$ cat src/rtl/tender_grp_classifier.sv
// Buffers one frame of NUM_CH signed activations, tracks the frame max |x|, then streams each channel with its power-of-two group.
// Latency: first out_valid one cycle after the last accept of a frame; outputs are registered-state driven (no in->out comb path).
// Backpressure: in_ready low for the whole EMIT phase; EMIT outputs hold steady while out_valid && !out_ready.
module tender_grp_classifier #(
    parameter int DATA_W  = 8,
    parameter int NUM_CH  = 8,
    parameter int NUM_GRP = 4,
    localparam int CH_W   = $clog2(NUM_CH),
    localparam int IDX_W  = $clog2(NUM_GRP)
) (
    input  logic                     clk,
    input  logic                     rstn,
    input  logic                     in_valid,
    output logic                     in_ready,
    input  logic signed [DATA_W-1:0] in_data,
    output logic                     out_valid,
    input  logic                     out_ready,
    output logic [CH_W-1:0]          out_ch,
    output logic [IDX_W-1:0]         out_grp,
    output logic signed [DATA_W-1:0] out_data,
    output logic                     out_last,
    output logic [DATA_W-1:0]        max_val,
    output logic                     busy
);

    typedef enum logic {
        SCAN = 1'b0,
        EMIT = 1'b1
    } state_t;

    localparam logic [CH_W-1:0] LAST_CH = CH_W'(NUM_CH - 1);

    state_t                     state_q, state_d;
    logic                       live_q;
    logic [CH_W-1:0]            wr_ptr_q, rd_ptr_q;
    logic [DATA_W-1:0]          acc_q, max_q;
    logic signed [DATA_W-1:0]   smp_mem [NUM_CH];
    logic [DATA_W-1:0]          abs_mem [NUM_CH];

    logic [DATA_W-1:0]          in_u, in_abs, acc_nxt;
    logic                       accept, xfer, wr_last, rd_last;

    // |x| as DATA_W-bit unsigned: the most negative code maps to 2^(DATA_W-1) without saturating
    assign in_u    = in_data;
    assign in_abs  = in_u[DATA_W-1] ? (~in_u + DATA_W'(1)) : in_u;

    // first accept of a frame loads the accumulator so the previous frame never leaks in
    assign acc_nxt = ((wr_ptr_q == '0) || (in_abs > acc_q)) ? in_abs : acc_q;

    assign in_ready  = live_q && (state_q == SCAN);
    assign out_valid = (state_q == EMIT);
    assign busy      = out_valid;
    assign accept    = in_valid && in_ready;
    assign xfer      = out_valid && out_ready;
    assign wr_last   = (wr_ptr_q == LAST_CH);
    assign rd_last   = (rd_ptr_q == LAST_CH);

    assign out_ch    = rd_ptr_q;
    assign out_data  = smp_mem[rd_ptr_q];
    assign out_last  = out_valid && rd_last;
    assign max_val   = max_q;

    // state register
    always_ff @(posedge clk or negedge rstn) begin
        if (!rstn) begin
            state_q <= SCAN;
        end else begin
            state_q <= state_d;
        end
    end

    // next state: leave SCAN on the final accept, leave EMIT on the final transfer
    always_comb begin
        state_d = state_q;
        case (state_q)
            SCAN:    if (accept && wr_last) state_d = EMIT;
            EMIT:    if (xfer && rd_last)   state_d = SCAN;
            default: state_d = SCAN;
        endcase
    end

    // pointers, running max and the published frame max
    always_ff @(posedge clk or negedge rstn) begin
        if (!rstn) begin
            live_q   <= 1'b0;
            wr_ptr_q <= '0;
            rd_ptr_q <= '0;
            acc_q    <= '0;
            max_q    <= '0;
        end else begin
            live_q <= 1'b1;
            if (accept) begin
                acc_q <= acc_nxt;
                if (wr_last) begin
                    wr_ptr_q <= '0;
                    rd_ptr_q <= '0;
                    max_q    <= acc_nxt;
                end else begin
                    wr_ptr_q <= wr_ptr_q + CH_W'(1);
                end
            end
            if (xfer) begin
                rd_ptr_q <= rd_last ? '0 : (rd_ptr_q + CH_W'(1));
            end
        end
    end

    // frame buffer: raw sample plus its magnitude, no reset needed
    always_ff @(posedge clk) begin
        if (accept) begin
            smp_mem[wr_ptr_q] <= in_data;
            abs_mem[wr_ptr_q] <= in_abs;
        end
    end

    // group = smallest k with |x| > max>>(k+1); scanning downward lets the smallest k win
    always_comb begin
        out_grp = IDX_W'(NUM_GRP - 1);
        for (int k = NUM_GRP - 2; k >= 0; k--) begin
            if (abs_mem[rd_ptr_q] > (max_q >> (k + 1))) out_grp = IDX_W'(k);
        end
    end

endmodule

$ cat config.mk
export PLATFORM = sky130hd
export DESIGN_NAME = tender_grp_classifier
export DESIGN_NICKNAME = d
export VERILOG_FILES = /design/src/rtl/tender_grp_classifier.sv
export SDC_FILE = /design/constraint.sdc
export NUM_CORES = 1
export LEC_CHECK = 0
export BUFFER_PORTS_ARGS = -buffer_cell sky130_fd_sc_hd__buf_4
export CORE_ASPECT_RATIO = 0.9
export CORE_UTILIZATION = 46
export DETAILED_ROUTE_END_ITERATION = 16
export PLACE_DENSITY = 0.66
export SLEW_MARGIN = 10
export SYNTH_ARGS = -nofsm -noshare
export SYNTH_HDL_FRONTEND = slang
export SYNTH_SLANG_ARGS = --single-unit
$ cat constraint.sdc
create_clock -name clk -period 3.8 [get_ports clk]
set_clock_uncertainty 0.2 [all_clocks]
set_input_delay 0.38 -clock clk [delete_from_list [all_inputs] [get_ports clk]]
set_output_delay 0.38 -clock clk [all_outputs]
set_load 0.1 [all_outputs]
Word level (Yosys, flattened, before mapping) --
Memory sizes are Yosys's and may differ from the RTL's. Index checks and enable logic that the tools add are counted.
Storage, ports and cells: memories kept 2, bits in registers 24, input bits 12, output and inout bits 25, word-level logic and storage cells 46, RAM bits 128
Cells by class: bitwise gates (word level) 2, $lt $le $gt $ge 4, eq/ne operators 2, reduce and logical (&&, ||, !) cells 12, multiplexer cells 15, add/subtract/negate cells 3
Memories:
- abs_mem | depth 8, width 8, rd ports 1, clocked after memory_dff 0, write ports 1, line 38 | logic [DATA_W-1:0] abs_mem [NUM_CH];
- smp_mem | depth 8, width 8, rd ports 1, clocked after memory_dff 0, write ports 1, line 37 | logic signed [DATA_W-1:0] smp_mem [NUM_CH];
Operators with widths (number):
- $mux 8 | 2
- $mux 3 | 5
- $add 8x1->8 const B | 1
- $gt 8x5->1 | 1
- $gt 8x6->1 | 1
- $gt 8x7->1 | 1
- $gt 8x8->1 | 1
- $not 8->8 | 1
- $add 3x1->3 const B | 2
- $eq 3x3->1 const B | 2
- $logic_and 1x1->1 | 6
- $mux 1 | 5
- $mux 2 | 2
- $reduce_and 2->1 | 2
- $reduce_bool 2->1 | 2
- $logic_not 3->1 | 1
- $pmux 1 s2 | 1
- $logic_or 1x1->1 | 1
- $not 1->1 | 1

Logic depth before layout (Yosys ltp) --
depth in word-level cells 6, mapped depth 12

Least setup slack after synthesis --
No wires, ideal clock.
kind flip-flop to output port, start point register rd_ptr_q[0], in the netlist out_ch[0], end point output port out_grp[1], buffers on the path 3, setup slack -2559 ps, cell stages (with the launch flop) 12, arrival 5779 ps, path through dfrtp_1 -> buf_6 -> buf_2 -> buf_2 -> mux4_2 -> mux2_2 -> ha_1 -> a21oi_1 -> nand2_1 -> a221o_1 -> a21oi_1 -> nor3b_1
On the way: cells in the longest elaborated chain, start to end 4
RTL lines:
- from (decl) | line 35 | logic [CH_W-1:0] wr_ptr_q, rd_ptr_q;
- from (signal assigned) | line 103 | rd_ptr_q <= rd_last ? '0 : (rd_ptr_q + CH_W'(1));
- $mem_v2 8x8 *
- $gt 8x6->1 | line 120 | if (abs_mem[rd_ptr_q] > (max_q >> (k + 1))) out_grp = IDX_W'(k);
- $mux 2 | line 120
- $mux 2 * | line 120
- to (decl) | line 19 | output logic [IDX_W-1:0] out_grp,
Mark *: on every way between the ends. The rest lies on a longest branch, timed or not.

Worst setup path after layout --
start point register rd_ptr_q[0], in the netlist out_ch[0], end point output port out_grp[0]
On the way: cells in the longest elaborated chain, start to end 5
RTL lines (line):
- $mem_v2 8x8 *
- $gt 8x5->1 | 120
- $mux 1 | 120
- $mux 2 | 120
- $mux 2 * | 120
Marks and branches as above.

==> reports/results.txt <==
Outcome = completed
GRT Total Usage = 0.206
Largest net degree at the start of global routing = 27
Met1 GRT Util = 0.283
Primary FF master, synth = edfxtp_1
Rel. slew slack = 0.425
Starting density of the core = 0.477
Antenna Nets Post-Route = 0
CP endpoint kind = output pin
CTS tree = built
Via count = 3638
Max Fclk = 263 MHz
Crit start category = register
Rows = 40
Reg clk slew, reported paths = 60 ps
CTS sink count = 144
Post-place setup slack = 149 ps
M2 GR Usage = 0.326
H-tree depth = 4
Via/cell ratio = 5.66
Fin crit period = 3800 ps
Final setup vio count = 0
Post-Synthesis Net Count = 434
Setup Total Neg Slack = 0 ps
Core Area = 13500 um2
Cell Area, Placed = 7140 um2
Synth async-reset ratio = 0.167
Pre-Repair DR Iteration Count = 4
Netlist Area Pre-Place = 6440 um2
Initial antenna violation count = 0
# IOs = 37
Post-synth EDFFs = 120
Crit path kind = reg -> out
Endpoints failing hold = 0
Syn_area_per_cell = 16.5 um2
Die ar. = 14500 um2
Die span in x = 127 um
Synth area leaders = edfxtp_1 (56%), mux4_2 (9.8%), dfrtp_1 (9.3%)
Routed WL = 13700 um
Synth top area share = 0.559
Netlist cell types = 45
Dpl hpwl = 8440 um
GRT overflow = 0
DRC = 0
Post-route cell area = 8050 um2
WP data arrival = 3220 ps
Worst Max-Slew Pin Slew = 857 ps
Share of cells above drive strength 1 = 0.373
Input/output buffers = 36
MaxCap Viol Count = 0
FF+latch count, synth = 144
Area Growth Syn to Fin = 25.0%
CTS Buf Count = 17
Max-slew violations = 0
Tcrit/Tclk final = 1.00
Worst min path class = in -> reg
RSZ-0062 raised after global routing = true
Worst-path fanout max = 6
Met3 global-route usage = 0.0463
Sequential-to-total area share from yosys stat = 0.652
Clock Path Buffers = 2
Vias in the first global route = 3629
Root Buffer Master = clkbuf_16
First-pass GRT wire length = 21200 um
Final RePlAce weighted congestion = 0.808
GRT busiest layer = met2
Final net count = 506
Worst-Skew Late Latency = 420 ps
DRT iter0 DRCs = 345
Setup WS post-layout = 0.932 ps
Diodes inserted = 0
Worst endpoint required time = 3220 ps
Avg WL per Cell = 21.2 um
Synth warnings = 0
Synth Instances = 390
Synth area leader = edfxtp_1
Final Util = 0.596
Die extent in y = 114 um
[state kept, by name, summed over array words and instances, names as in the netlist]
name and cells:
live_q 1, wr_ptr_q 3, smp_mem 56, busy 1, abs_mem 64, max_val 8
out_ch 3, acc_q 8
[timing repair]
action | in CTS | in global routing
resized for setup | 17 | 10
pin swaps | 6 | 11
endpoints found under the setup margin | 2 | 2
endpoints found under the hold margin | 24 | 0
hold buffers | 1 | 0
cloned | 1 | 0
setup buffers | 7 | 1
[cell usage after synthesis (2+ instances only)]
master,number
a211oi_1,2
a21boi_0,2
a21oi_1,15
and2_1,2
buf_2,7
clkbuf_1,5
dfrtp_1,24
edfxtp_1,120
ha_1,32
inv_1,22
mux2_2,22
mux2i_1,2
mux4_1,2
mux4_2,28
nand2_1,21
nand2b_1,2
nand3_1,7
nand4_1,6
nor2_1,8
nor2b_1,4
nor3_1,5
nor4_1,2
o211ai_1,4
o21a_1,4
o21ai_0,6
o22ai_1,6
o31ai_1,9
xnor2_1,3
xor2_1,2
[metrics by stage]
stage / instances / hold WS (ps)
global route: 643 / 17.1
CTS: 643 / 10.1
detailed placement: 602 / 94.3
global placement: 602 / 92.0
floorplan: 390 / -116
finish: 643 / 23.1
[cells by family after synthesis]
| logic type | count (synthesis) | synth area share |
|---|---|---|
| buf+inv | 36 | 0.0241 |
| other cells | 1 | 0.000582 |
| fa+ha+maj | 32 | 0.0621 |
| compound gates | 58 | 0.0610 |
| simple gates | 60 | 0.0454 |
| flops | 144 | 0.652 |
| xor+xnor | 5 | 0.00680 |
| mux | 54 | 0.148 |
[path summary, 6_finish.rpt]
path | slack (ps) | depth (start not counted) | start | to
max in group asynchronous | 2930 | 2 | rstn | out_ch[0]
hold reg to reg | 340 | 1 | acc_q[7] | acc_q[7]
min in group asynchronous | 210 | 2 | rstn | max_val[5]
hold / removal | 20 | 1 | in_data[4] | smp_mem[4][4]
setup / recovery | 0.9 | 10 | out_ch[0] | out_grp[0]
setup reg to reg | 1300 | 7 | acc_q[5] | max_val[0]
[metal layers]
layer  part of all wire  vias to the layer above
met5                  0                        -
met4              0.011                        0
met3              0.041                       13
met2               0.49                       78
met1               0.46                     1859
li1                   -                     1688
[placed cells by master (no fill, tap or decap), drive strengths merged, types with 8 or more instances in the layout]
cell type and instances:
a21oi 16, buf 66, clkbuf 17, dfrtp 24
edfxtp 120, ha 32, inv 22, mux2 22
mux4 30, nand2 21, nor2 8, o31ai 9
[final cells by class]
type / instances / area [um2]
multi-input combinational: 210 / 2280
timing repair buffer: 67 / 571
inverter: 22 / 82.6
sequential: 144 / 4210
clock buffer: 17 / 425
clock inverter: 15 / 265
fill: 1004 / 5460
tap: 168 / 210
[critical path, cell delays in order (launching register included)]
cell	delay (ps)
dfrtp_4	480
buf_12	140
mux4_2	500
mux2_4	320
ha_4	230
nor2b_4	110
o211ai_1	180
a21oi_1	100
or2_1	250
a211oi_4	280
buf_12	210
Power is left out: the tool's default activity adds up to more than one toggle a clock period on the data nets, which glitch-free logic cannot reach.
